## config.mk

```make
export PLATFORM = sky130hd
export DESIGN_NAME = stack_ctrl
export DESIGN_NICKNAME = d
export VERILOG_FILES = /design/src/rtl/stack_ctrl.sv
export SDC_FILE = /design/constraint.sdc
export NUM_CORES = 1
export LEC_CHECK = 0
export BUFFER_PORTS_ARGS = -buffer_cell sky130_fd_sc_hd__clkbuf_2
export CAP_MARGIN = 5
export CORE_MARGIN = 5
export CORE_UTILIZATION = 32
export DETAILED_ROUTE_END_ITERATION = 10
export GPL_TIMING_DRIVEN = 0
export PLACE_DENSITY_LB_ADDON = 0.08
export SLEW_MARGIN = 20
export SYNTH_ARGS = -nofsm -noshare
export SYNTH_HDL_FRONTEND = slang
export SYNTH_SLANG_ARGS = --single-unit
```

## constraint.sdc

```tcl
create_clock -name clk -period 2 [get_ports clk]
set_clock_uncertainty 0.05 [all_clocks]
set_input_delay 0.4 -clock clk [delete_from_list [all_inputs] [get_ports clk]]
set_output_delay 0.4 -clock clk [all_outputs]
set_load 0.05 [all_outputs]
```

## src/rtl/stack_ctrl.sv

```systemverilog
// stack_ctrl: LIFO controller in front of a registered-read word RAM.
// Ports: clk, rst_n (async low); push/pop/push_data/err_clr requests;
// ready, pop_valid, pop_data, empty, full, depth, err, err_code status;
// ram_we, ram_addr, ram_din, ram_dout to the external RAM.
module stack_ctrl #(
    parameter int CPU_BIT_WIDTH = 32,
    parameter int DEPTH_BITS    = 8
) (
    input  logic                     clk,
    input  logic                     rst_n,
    input  logic                     push,
    input  logic                     pop,
    input  logic [CPU_BIT_WIDTH-1:0] push_data,
    input  logic                     err_clr,
    output logic                     ready,
    output logic                     pop_valid,
    output logic [CPU_BIT_WIDTH-1:0] pop_data,
    output logic                     empty,
    output logic                     full,
    output logic [DEPTH_BITS:0]      depth,
    output logic                     err,
    output logic [1:0]               err_code,
    output logic                     ram_we,
    output logic [CPU_BIT_WIDTH-1:0] ram_addr,
    output logic [CPU_BIT_WIDTH-1:0] ram_din,
    input  logic [CPU_BIT_WIDTH-1:0] ram_dout
);

    typedef enum logic {
        IDLE,
        POP_WAIT
    } state_t;

    localparam logic [1:0] E_OVF = 2'b01;
    localparam logic [1:0] E_UNF = 2'b10;
    localparam logic [1:0] E_CFL = 2'b11;

    localparam int unsigned CAP_I = 2 ** DEPTH_BITS;
    localparam logic [DEPTH_BITS:0] CAP = CAP_I[DEPTH_BITS:0];
    localparam logic [DEPTH_BITS:0] ONE = {{DEPTH_BITS{1'b0}}, 1'b1};

    state_t              state;
    logic [DEPTH_BITS:0] sp;

    logic                is_idle;
    logic                do_push;
    logic                do_pop;
    logic                ovf;
    logic                unf;
    logic                cfl;
    logic                new_err;
    logic [1:0]          new_code;
    logic [DEPTH_BITS:0] addr_idx;

    assign is_idle = (state == IDLE);
    assign empty   = (sp == '0);
    assign full    = (sp == CAP);
    assign depth   = sp;
    assign ready   = is_idle;

    assign do_push = is_idle & push & ~pop & ~full;
    assign do_pop  = is_idle & pop & ~push & ~empty;
    assign ovf     = is_idle & push & ~pop & full;
    assign unf     = is_idle & pop & ~push & empty;
    assign cfl     = is_idle & push & pop;
    assign new_err = ovf | unf | cfl;

    always_comb begin
        new_code = 2'b00;
        unique case (1'b1)
            ovf:     new_code = E_OVF;
            unf:     new_code = E_UNF;
            cfl:     new_code = E_CFL;
            default: new_code = 2'b00;
        endcase
    end

    // Pop addresses the top entry (sp-1); the RAM returns it one edge
    // later, by which time sp has already been decremented to match.
    assign addr_idx = do_pop ? (sp - ONE) : sp;
    assign ram_addr = CPU_BIT_WIDTH'(addr_idx);
    assign ram_din  = push_data;
    // Gate with rst_n so a held push cannot write while in reset.
    assign ram_we   = rst_n & do_push;

    always_ff @(posedge clk or negedge rst_n) begin
        if (!rst_n) begin
            state     <= IDLE;
            sp        <= '0;
            pop_valid <= 1'b0;
            pop_data  <= '0;
            err       <= 1'b0;
            err_code  <= 2'b00;
        end else begin
            pop_valid <= 1'b0;
            unique case (state)
                IDLE: begin
                    if (do_push) begin
                        sp <= sp + ONE;
                    end else if (do_pop) begin
                        sp    <= sp - ONE;
                        state <= POP_WAIT;
                    end
                end
                POP_WAIT: begin
                    pop_data  <= ram_dout;
                    pop_valid <= 1'b1;
                    state     <= IDLE;
                end
                default: state <= IDLE;
            endcase

            // Sticky first error; a clear in the same cycle as a new
            // error lets the new error through.
            if (err_clr) begin
                err      <= new_err;
                err_code <= new_code;
            end else if (!err && new_err) begin
                err      <= 1'b1;
                err_code <= new_code;
            end
        end
    end

endmodule

```

==> run_results.csv, run 1 <==
group,metric,value,unit
status,run_status,"finished with violations",
status,violations,"negative setup slack",
grt,grt-ovfl-total,0,
critical_path,required,1.55,ns
clock_tree,cts-root-buf,"clkbuf_8",
critical_path,max_stage_delay,0.46,ns
yosys,post-synth-top-area-cell,"dfrtp_1",
power,max-vdd-ir-drop,0.0006777,V
timing,drv_slew,0,
route,viasPerCell,4.370,
clock_tree,cts_tree,"built",
yosys,yosys_warnings,0,
critical_path,critPathMostFrequentCell,"nor2_4",
floorplanning,die_area,10010,um^2
power,switching_share,0.5134,
cells_and_area,drive_gt1_frac,0.7362,
power,p_int,2.945,mW
placed_design,dp_hpwl,5182,um
placed_design,gp_congestion,0.8108,
timing,setup_viol,18,
floorplanning,die_w,100.0,um
power,seq_power_share,0.246,
cells_and_area,n_antenna_cell,0,
yosys,synth_seq_cells,46,
power,p_switching,3.107,mW
power,power_frac_clock,0.095,
placed_design,postPlaceCellArea,3672,um^2
clock_tree,clock_latency,0.29,ns
floorplanning,die_y,100.0,um
critical_path,rr_startpoint,"depth[1]",
route,first_iter_violations,46,
yosys,synthDominantCellAreaShare,0.4438,
floorplanning,num_rows,32,
power,pwr_density_cell,1411,nW/um^2
timing,period_share,1.324,
critical_path,worstSetupStartpointType,"register",
floorplanning,core,7807,um^2
yosys,synthFlopType,"dfrtp_1",
yosys,syn_area,2594,um^2
clock_tree,htree_levels,2,
critical_path,crit_chain,"inv_4, ha_4, or4b_4, buf_4, buf_6, nor2_4, nor2_4, xor2_4, buf_8",
critical_path,critPathArrivalTime,2.20,ns
grt,grt_max_degree,48,
placed_design,dp.cells,482,
clock_tree,cts_buffers,5,
cells_and_area,area_delta_synth_final,65.36,%
yosys,ys_seq_area_frac,0.4438,
worst_hold_path,hold_path.class,"input pin to asynchronous set/reset pin",
timing,hold_viol_final,0,
timing,worst_slew_pin_slew,0.6681,ns
timing,period_minus_slack,2.649,ns
route,wirelength,7112,um
clock_tree,clock_path_buffers,2,
placed_design,io_buffers,126,
cells_and_area,multi_input_area,1356,um^2
cells_and_area,fill_cells,721,
power,p_comb_frac,0.660,
yosys,synth_edf_count,0,
cells_and_area,final_nets,487,
clock_tree,cts.sinks,46,
critical_path,slowest_stage,"or4b_4",
timing,worst_slack,-0.6486,ns
critical_path,worstPathMaxFanout,2,
yosys,syn_area_per_cell,11.18,um^2
yosys,postSynthCellCount,232,
timing,fmax,0.3776,GHz
cells_and_area,final_cells,519,
route,drc,0,
clock_tree,path_clk_slew,0.10,ns
clock_tree,postCtsHoldBufs,0,
cells_and_area,register_area,1161,um^2
critical_path,critPathCaptureType,"primary output",
floorplanning,io_pins,182,
route,antenna_left,0,
timing,slew_headroom,0.5546,
floorplanning,start_util,0.3322,
grt,grt_pass1_wl,10960,um
critical_path,worst-r2r-cell-count,9,
power,power.leakage,2.157,nW
route,wl_per_cell,13.70,um
run,max_cap_violations,0,
yosys,ys_async_sr_fraction,1.000,
critical_path,rrSetupSlack,-0.39,ns
placed_design,place_ws,-0.6405,ns
grt,grt_util_all_layers,0.1355,
critical_path,crit_start,"depth[1]",
grt,grt_pass1_vias,2201,
yosys,ys_types,45,
yosys,ys_top_cells_by_area,"dfrtp_1, buf_4, mux2_2, xnor2_1, xor2_1",
grt,antenna_found_initial,0,
critical_path,crit_type,"register to primary output",
route,dr.pass1.iters,4,
route,vias,2268,
timing,rsz0062_at_grt,"true",
critical_path,reg2reg_to,"depth[3]",
cells_and_area,stdcell_area,4289,um^2
[cell usage after synthesis (2+ instances only)]
| cell | instances |
|---|---|
| inv_1 | 6 |
| o211ai_1 | 2 |
| a21oi_1 | 2 |
| buf_6 | 2 |
| and2_1 | 3 |
| nor3b_1 | 2 |
| xnor2_1 | 6 |
| a2111o_1 | 2 |
| nor2_1 | 8 |
| clkbuf_1 | 2 |
| buf_2 | 3 |
| and3_1 | 2 |
| xor2_1 | 5 |
| ha_1 | 2 |
| a22oi_1 | 2 |
| o21ai_0 | 4 |
| nand3_1 | 4 |
| nor3_1 | 3 |
| buf_1 | 3 |
| nand2_1 | 8 |
| mux2_2 | 33 |
| nor4b_1 | 3 |
| dfrtp_1 | 46 |
| buf_4 | 56 |
| o22ai_1 | 2 |
| o21a_1 | 2 |
[per-layer routing]
metal / wire length [um] / vias up / part of all wire / global-route usage
met1: 2766 / 1038 / 0.39 / 0.1727
met4: 159 / 0 / 0.022 / 0.05181
met2: 3373 / 135 / 0.47 / 0.2175
met5: 0 / - / 0 / 0
li1: - / 1083 / - / -
met3: 812 / 12 / 0.11 / 0.03961
[kinds of logic after synthesis]
group                    Yosys count  share of synthesized area
AO/OA/AOI/OAI                     23                    0.06801
XOR/XNOR                          11                    0.03714
adder cells (fa/ha/maj)            2                   0.009646
buffers and inverters             72                     0.1925
flip-flops                        46                     0.4438
multiplexers                      35                     0.1515
other                              1                   0.001446
AND/OR/NAND/NOR                   42                    0.09600
[area by class of cell]
type	instances	share of cell area
multi-input combinational	136	0.3162
timing repair buffer	158	0.2462
clock buffer	5	0.01604
buffer	63	0.1097
clock inverter	3	0.004959
sequential	46	0.2707
tap	102	0.02975
inverter	6	0.006418
[worst max-delay path by stage]
stage | slack, ns | to
3_3_place_gp | -0.65 | ram_addr[2]
4_1_cts | -0.67 | ram_addr[1]
6_report | -0.65 | ram_addr[5]
3_5_place_dp | -0.64 | ram_addr[2]
5_1_grt | -0.72 | ram_addr[1]
2_1_floorplan | -0.53 | ram_addr[5]
[placed cells by master, fill, tap and decap left out, drive strengths merged]
cell,instances
a2111o,2
a21o,1
a21oi,2
a221o,2
a22oi,3
and2,3
and3,2
buf,104
clkbuf,122
clkinv,2
clkinvlp,1
conb,23
dfrtp,46
ha,2
inv,6
mux2,34
mux2i,1
nand2,8
nand2b,1
nand3,4
nand3b,1
nor2,8
nor2b,2
nor3,3
nor3b,2
nor4,1
nor4b,3
o211ai,2
o21a,2
o21ai,4
o21bai,1
o22ai,2
o311ai,1
o31a,1
or3b,1
or4,2
or4b,1
xnor2,6
xor2,5
[through the flow]
stage | hold slack [ns] | utilization | setup TNS (ns) | total power, mW
after CTS | 0.1301 | 0.5292 | -7.112 | 5.847
final | 0.1009 | 0.5494 | -7.686 | 6.052
after floorplan | 0.05441 | - | -4.730 | 4.088
after detailed placement | 0.3839 | 0.4704 | -6.034 | 4.763
after global placement | 0.3904 | 0.4700 | -6.001 | 4.742
after global routing | 0.1446 | 0.5494 | -9.071 | 6.367
[worst max-delay path: cells and delay by family (launching register included)]
family	cells	cell delay (ns)
buf+inv	4	0.48
xor+xnor	1	0.18
fa+ha+maj	1	0.13
simple gates	3	0.67
flops	1	0.44
[sequential cells by signal (all words and copies together) (netlist names)]
name / cells
pop_valid: 1
err: 1
pop_data: 32
state: 1
depth: 9
err_code: 2
[timing repair]
item	4_1_cts	5_1_grt
pin swaps	12	15
gates resized for setup	45	36
setup endpoints to repair	19	20
setup buffers	23	10
[power by group through the flow]
stage	clock network [mW]	logic [mW]	registers (mW)
floorplan	0	1.71	2.37
global placement	0	3.33	1.41
detailed placement	0	3.34	1.43
CTS	0.614	3.75	1.48
global route	0.655	4.18	1.53
finish	0.573	3.99	1.49
Note: power is estimated with default switching activity, not from simulation.
==> run 2: changes to the inputs <==
--- a/config.mk
+++ b/config.mk
@@ -7,12 +7,13 @@
 export LEC_CHECK = 0
 export BUFFER_PORTS_ARGS = -buffer_cell sky130_fd_sc_hd__clkbuf_2
 export CAP_MARGIN = 5
+export CORE_ASPECT_RATIO = 2
 export CORE_MARGIN = 5
 export CORE_UTILIZATION = 32
 export DETAILED_ROUTE_END_ITERATION = 10
 export GPL_TIMING_DRIVEN = 0
 export PLACE_DENSITY_LB_ADDON = 0.08
-export SLEW_MARGIN = 20
+export SLEW_MARGIN = 10
 export SYNTH_ARGS = -nofsm -noshare
 export SYNTH_HDL_FRONTEND = slang
 export SYNTH_SLANG_ARGS = --single-unit
==> run_results.csv, run 2 (synthesis results as in run 1) <==
group,metric,value,unit
status,run_status,"finished with violations",
status,violations,"negative setup slack",
grt,grt_util_all_layers,0.1473,
route,viasPerCell,4.521,
floorplanning,num_rows,46,
clock_tree,cts-root-buf,"clkbuf_16",
power,max-vdd-ir-drop,0.0008371,V
critical_path,crit_chain,"inv_4, ha_4, or4b_4, o21a_4, buf_8, nor2b_4, o21bai_4, buf_8",
grt,grt_use_met2,0.2900,
grt,grt-ovfl-total,0,
cells_and_area,top_register,"pop_data",
grt,use_met1,0.1290,
route,wirelength,7462,um
cells_and_area,area_delta_synth_final,64.21,%
timing,worst_slew_pin_slew,0.6526,ns
floorplanning,io_pins,182,
placed_design,io_buffers,126,
cells_and_area,final_nets,477,
timing,worst_slack,-0.6485,ns
placed_design,dp_hpwl,5869,um
grt,grt_busiest_layer,"met2",
critical_path,required,1.55,ns
timing,period_share,1.324,
placed_design,place_ws,-0.6695,ns
floorplanning,die_area,10120,um^2
grt,met3_usage,0.04456,
cells_and_area,final_cell_mix,"clkbuf_2, buf_4, dfrtp_1, mux2_2, conb_1",
timing,drv_slew,0,
run,max_cap_violations,0,
critical_path,max_stage_delay,0.48,ns
critical_path,crit_type,"register to primary output",
clock_tree,cts_tree,"built",
critical_path,crit_buf_inv,3,
route,first_iter_violations,48,
clock_tree,htree_levels,2,
power,power.leakage,2.142,nW
route,drc,0,
timing,slew_headroom,0.5649,
clock_tree,path_clk_slew,0.06,ns
power,pwr_density_cell,1465,nW/um^2
grt,grt_max_degree,48,
critical_path,slowest_stage,"or4b_4",
floorplanning,die_y,137.3,um
cells_and_area,n_antenna_cell,0,
placed_design,gp_congestion,0.7985,
timing,hold_viol_final,0,
timing,fmax,0.3776,GHz
critical_path,critPathMostFrequentCell,"buf_8",
floorplanning,start_util,0.3266,
cells_and_area,largest_reg_flops,32,
power,power,6.240,mW
route,wl_per_cell,14.83,um
clock_tree,cts_buffers,5,
timing,rsz0062_at_grt,"true",
clock_tree,cts.sinks,46,
floorplanning,die_w,73.66,um
clock_tree,postCtsHoldBufs,0,
floorplanning,core,7943,um^2
grt,grt_pass1_vias,2467,
route,dr.pass1.iters,4,
timing,setup_viol,18,
clock_tree,clock_path_buffers,2,
cells_and_area,final_common_cell,"clkbuf_2",
route,vias,2274,
timing,period_minus_slack,2.648,ns
critical_path,worstPathMaxFanout,5,
critical_path,worstSetupStartpointType,"register",
worst_hold_path,hold_path.class,"input pin to asynchronous set/reset pin",
cells_and_area,drive_gt1_frac,0.7371,
grt,grt_pass1_wl,11390,um
route,antenna_left,0,
critical_path,critPathCaptureType,"primary output",
critical_path,critPathArrivalTime,2.20,ns
critical_path,crit_family,"simple AND/OR/NAND/NOR gates",
clock_tree,clock_latency,0.28,ns
grt,antenna_found_initial,0,
-- run 2: changes by cell type in the layout (fill, tap and decap cells not counted), sizes merged --
cell / change
clkinv: -2
bufbuf: +1
buf: -11
clkbuf: +1
bufinv: +1
-- run 2: area by class of cell --
class                           instances  area [um^2]
Inverter                                6        27.53
Clock buffer                            6        128.9
Tap cell                               96        120.1
Multi-Input combinational cell        136         1371
Timing Repair Buffer                  147        942.2
Sequential cell                        46         1160
Buffer                                 64        471.7
Clock inverter                          2        37.54
Fill cell                             739         3684
-- run 2: power breakdown --
group / switching, mW / total (mW) / internal [mW]
combinational: 2.47 / 3.83 / 1.35
sequential: 0.263 / 1.48 / 1.22
clock: 0.343 / 0.933 / 0.590
total: 3.08 / 6.24 / 3.16
-- run 2: final timing paths --
| kind | from | to | slack (ns) | cells after the start |
|---|---|---|---|---|
| worst max register to register | depth[0] | depth[3] | -0.28 | 7 |
| min in group clk | err_clr | err | 0.27 | 2 |
| worst max-delay path | depth[0] | ram_addr[1] | -0.65 | 8 |
| worst min-delay path | rst_n | state | 0.11 | 1 |
| worst min register to register | pop_data[20] | pop_data[20] | 0.45 | 1 |
| max in group asynchronous | rst_n | depth[5] | 1.30 | 1 |
-- run 2: stage by stage --
stage                     TNS [ns]  hold WS, ns  instance area [um^2]  instances  utilization
after floorplan             -4.730      0.05441                  2912        254            -
after global placement      -6.860       0.4393                  3662        476       0.4611
after detailed placement    -6.834       0.4438                  3665        476       0.4614
after CTS                   -7.152       0.1477                  4177        498       0.5258
after global routing        -7.710       0.1820                  4259        503       0.5362
final                       -6.678       0.1062                  4259        503       0.5362
-- run 2: timing repair --
action / in CTS / in global routing
setup buffers: 15 / 5
setup endpoints to repair: 23 / 19
pin swaps: 10 / 7
resized for setup: 45 / 19
gates cloned: 1 / 0
-- run 2: metal layers --
metal,vias up,wire [um]
li1,1061,-
met1,1080,2278
met5,-,0
met2,119,4328
met4,0,192
met3,14,662
==> run 3: changes to the inputs <==
--- a/config.mk
+++ b/config.mk
@@ -8,7 +8,7 @@
 export BUFFER_PORTS_ARGS = -buffer_cell sky130_fd_sc_hd__clkbuf_2
 export CAP_MARGIN = 5
 export CORE_ASPECT_RATIO = 2
-export CORE_MARGIN = 5
+export CORE_MARGIN = 2
 export CORE_UTILIZATION = 32
 export DETAILED_ROUTE_END_ITERATION = 10
 export GPL_TIMING_DRIVEN = 0
==> constraint.sdc (replaced) <==
create_clock -name clk -period 2.1 [get_ports clk]
set_clock_uncertainty 0.05 [all_clocks]
set_input_delay 0.42 -clock clk [delete_from_list [all_inputs] [get_ports clk]]
set_output_delay 0.42 -clock clk [all_outputs]
set_load 0.005 [all_outputs]
==> run_results.csv, run 3 (synthesis results as in run 1) <==
group,metric,value,unit
status,run_status,"finished with violations",
status,violations,"negative setup slack",
critical_path,worstPathMaxFanout,6,
floorplanning,start_util,0.3289,
placed_design,io_buffers,126,
cells_and_area,n_antenna_cell,0,
critical_path,crit_buf_inv,3,
clock_tree,clock_path_buffers,2,
critical_path,max_stage_delay,0.46,ns
timing,period_share,1.231,
route,wl_per_cell,13.37,um
clock_tree,cts-root-buf,"clkbuf_16",
cells_and_area,final_common_cell,"clkbuf_2",
critical_path,crit_cells,8,
route,first_iter_violations,40,
route,vias,2253,
floorplanning,die_area,8885,um^2
placed_design,gp_congestion,0.8595,
critical_path,worst-r2r-cell-count,12,
critical_path,slowest_stage,"or4b_4",
cells_and_area,fin_util,0.5124,
grt,grt_pass1_vias,2123,
critical_path,rr_startpoint,"depth[0]",
route,viasPerCell,4.375,
floorplanning,die_y,131.3,um
floorplanning,io_pins,182,
placed_design,dp_hpwl,5127,um
timing,setup_viol,20,
timing,rsz0062_at_grt,"true",
clock_tree,clock_latency,0.28,ns
timing,period_minus_slack,2.584,ns
power,pwr_density_cell,1045,nW/um^2
floorplanning,num_rows,46,
critical_path,required,1.63,ns
power,max-vdd-ir-drop,0.0006229,V
run,max_cap_violations,0,
critical_path,critPathCaptureType,"primary output",
grt,antenna_found_initial,0,
route,wirelength,6888,um
cells_and_area,final_nets,489,
grt,grt_pass1_wl,10090,um
timing,worst_slack,-0.4844,ns
cells_and_area,drive_gt1_frac,0.6802,
clock_tree,postCtsHoldBufs,0,
critical_path,crit_type,"register to primary output",
clock_tree,cts_buffers,5,
critical_path,crit_family,"simple AND/OR/NAND/NOR gates",
cells_and_area,largest_reg_flops,32,
power,power.leakage,2.105,nW
grt,grt_max_degree,48,
timing,hold_viol_final,0,
route,drc,0,
clock_tree,htree_levels,2,
timing,hold_ws,0.1343,ns
route,antenna_left,0,
critical_path,crit_chain,"inv_2, ha_4, or4b_4, o21a_1, buf_6, nor2b_4, o21bai_1, buf_2",
critical_path,worstSetupStartpointType,"register",
clock_tree,cts.sinks,46,
critical_path,critPathArrivalTime,2.11,ns
timing,worst_slew_pin_slew,0.6532,ns
cells_and_area,final_cell_mix,"clkbuf_2, buf_4, dfrtp_1, mux2_2, conb_1",
grt,grt_util_all_layers,0.1511,
clock_tree,cts_tree,"built",
floorplanning,die_w,67.66,um
timing,slew_headroom,0.5646,
timing,fmax,0.3869,GHz
grt,grt-ovfl-total,0,
critical_path,reg2reg_to,"err_code[1]",
timing,drv_slew,0,
route,dr.pass1.iters,4,
cells_and_area,area_delta_synth_final,55.76,%
cells_and_area,top_register,"pop_data",
worst_hold_path,hold_path.class,"input pin to asynchronous set/reset pin",
timing,finalSetupTns,-5.496,ns
clock_tree,path_clk_slew,0.06,ns
floorplanning,core,7885,um^2
critical_path,rrSetupSlack,-0.29,ns
-- run 3: worst register-to-register path, delay by kind of cell (launching register included) --
family / cells / cell delay (ns)
AND/OR/NAND/NOR: 2 / 0.30
multiplexers: 1 / 0.27
buffers and inverters: 7 / 0.70
AO/OA/AOI/OAI: 1 / 0.41
flip-flops: 1 / 0.38
adder cells (fa/ha/maj): 1 / 0.16
-- run 3: where the power goes --
part / total, mW / leakage, nW / internal, mW / switching [mW]
Combinational: 2.03 / 1.48 / 1.14 / 0.895
Sequential: 1.31 / 0.550 / 1.15 / 0.155
Clock: 0.881 / 0.0781 / 0.563 / 0.318
Total: 4.22 / 2.11 / 2.85 / 1.37
-- run 3: through the flow --
stage / area (um^2) / setup slack, ns / std cells / power, mW
3_5_place_dp: 3441 / -0.3039 / 476 / 2.821
5_1_grt: 4040 / -0.5668 / 515 / 4.495
3_3_place_gp: 3441 / -0.3693 / 476 / 2.800
6_report: 4040 / -0.4844 / 515 / 4.222
4_1_cts: 3880 / -0.4949 / 501 / 4.092
2_1_floorplan: 2690 / -0.07974 / 254 / 2.198
-- run 3: layout make-up --
class	instances	area, um^2
fillers	779	3845
multi-input cells	136	1174
flip-flops and latches	46	1154
repair buffers	157	917.1
plain buffers	66	490.5
clock buffers	7	132.6
well taps	96	120.1
clock inverters	1	30.03
inverters	6	22.52
-- run 3: repair_timing --
action                                  CTS  global route
hold endpoints to repair                  0             0
resized for setup                        33            24
pin swaps                                 8            16
endpoints found under the setup margin   15            21
cloned                                    0             0
setup buffers                            17            17
-- run 3: worst max-delay path by stage --
stage               startpoint     endpoint  slack, ns
finish                depth[1]  ram_addr[1]      -0.48
global placement      depth[1]       ram_we      -0.37
floorplan             depth[1]  ram_addr[1]      -0.08
detailed placement    depth[1]  ram_addr[1]      -0.30
CTS                   depth[0]  ram_addr[1]      -0.49
global route          depth[1]  ram_addr[1]      -0.57
-- run 3: routing by layer --
metal / global-route usage / wire (um) / vias up
li1: - / - / 1081
met1: 0.1385 / 2183 / 1038
met2: 0.2919 / 3974 / 122
met3: 0.02825 / 547 / 12
met4: 0.07256 / 182 / 0
met5: 0 / 0 / -
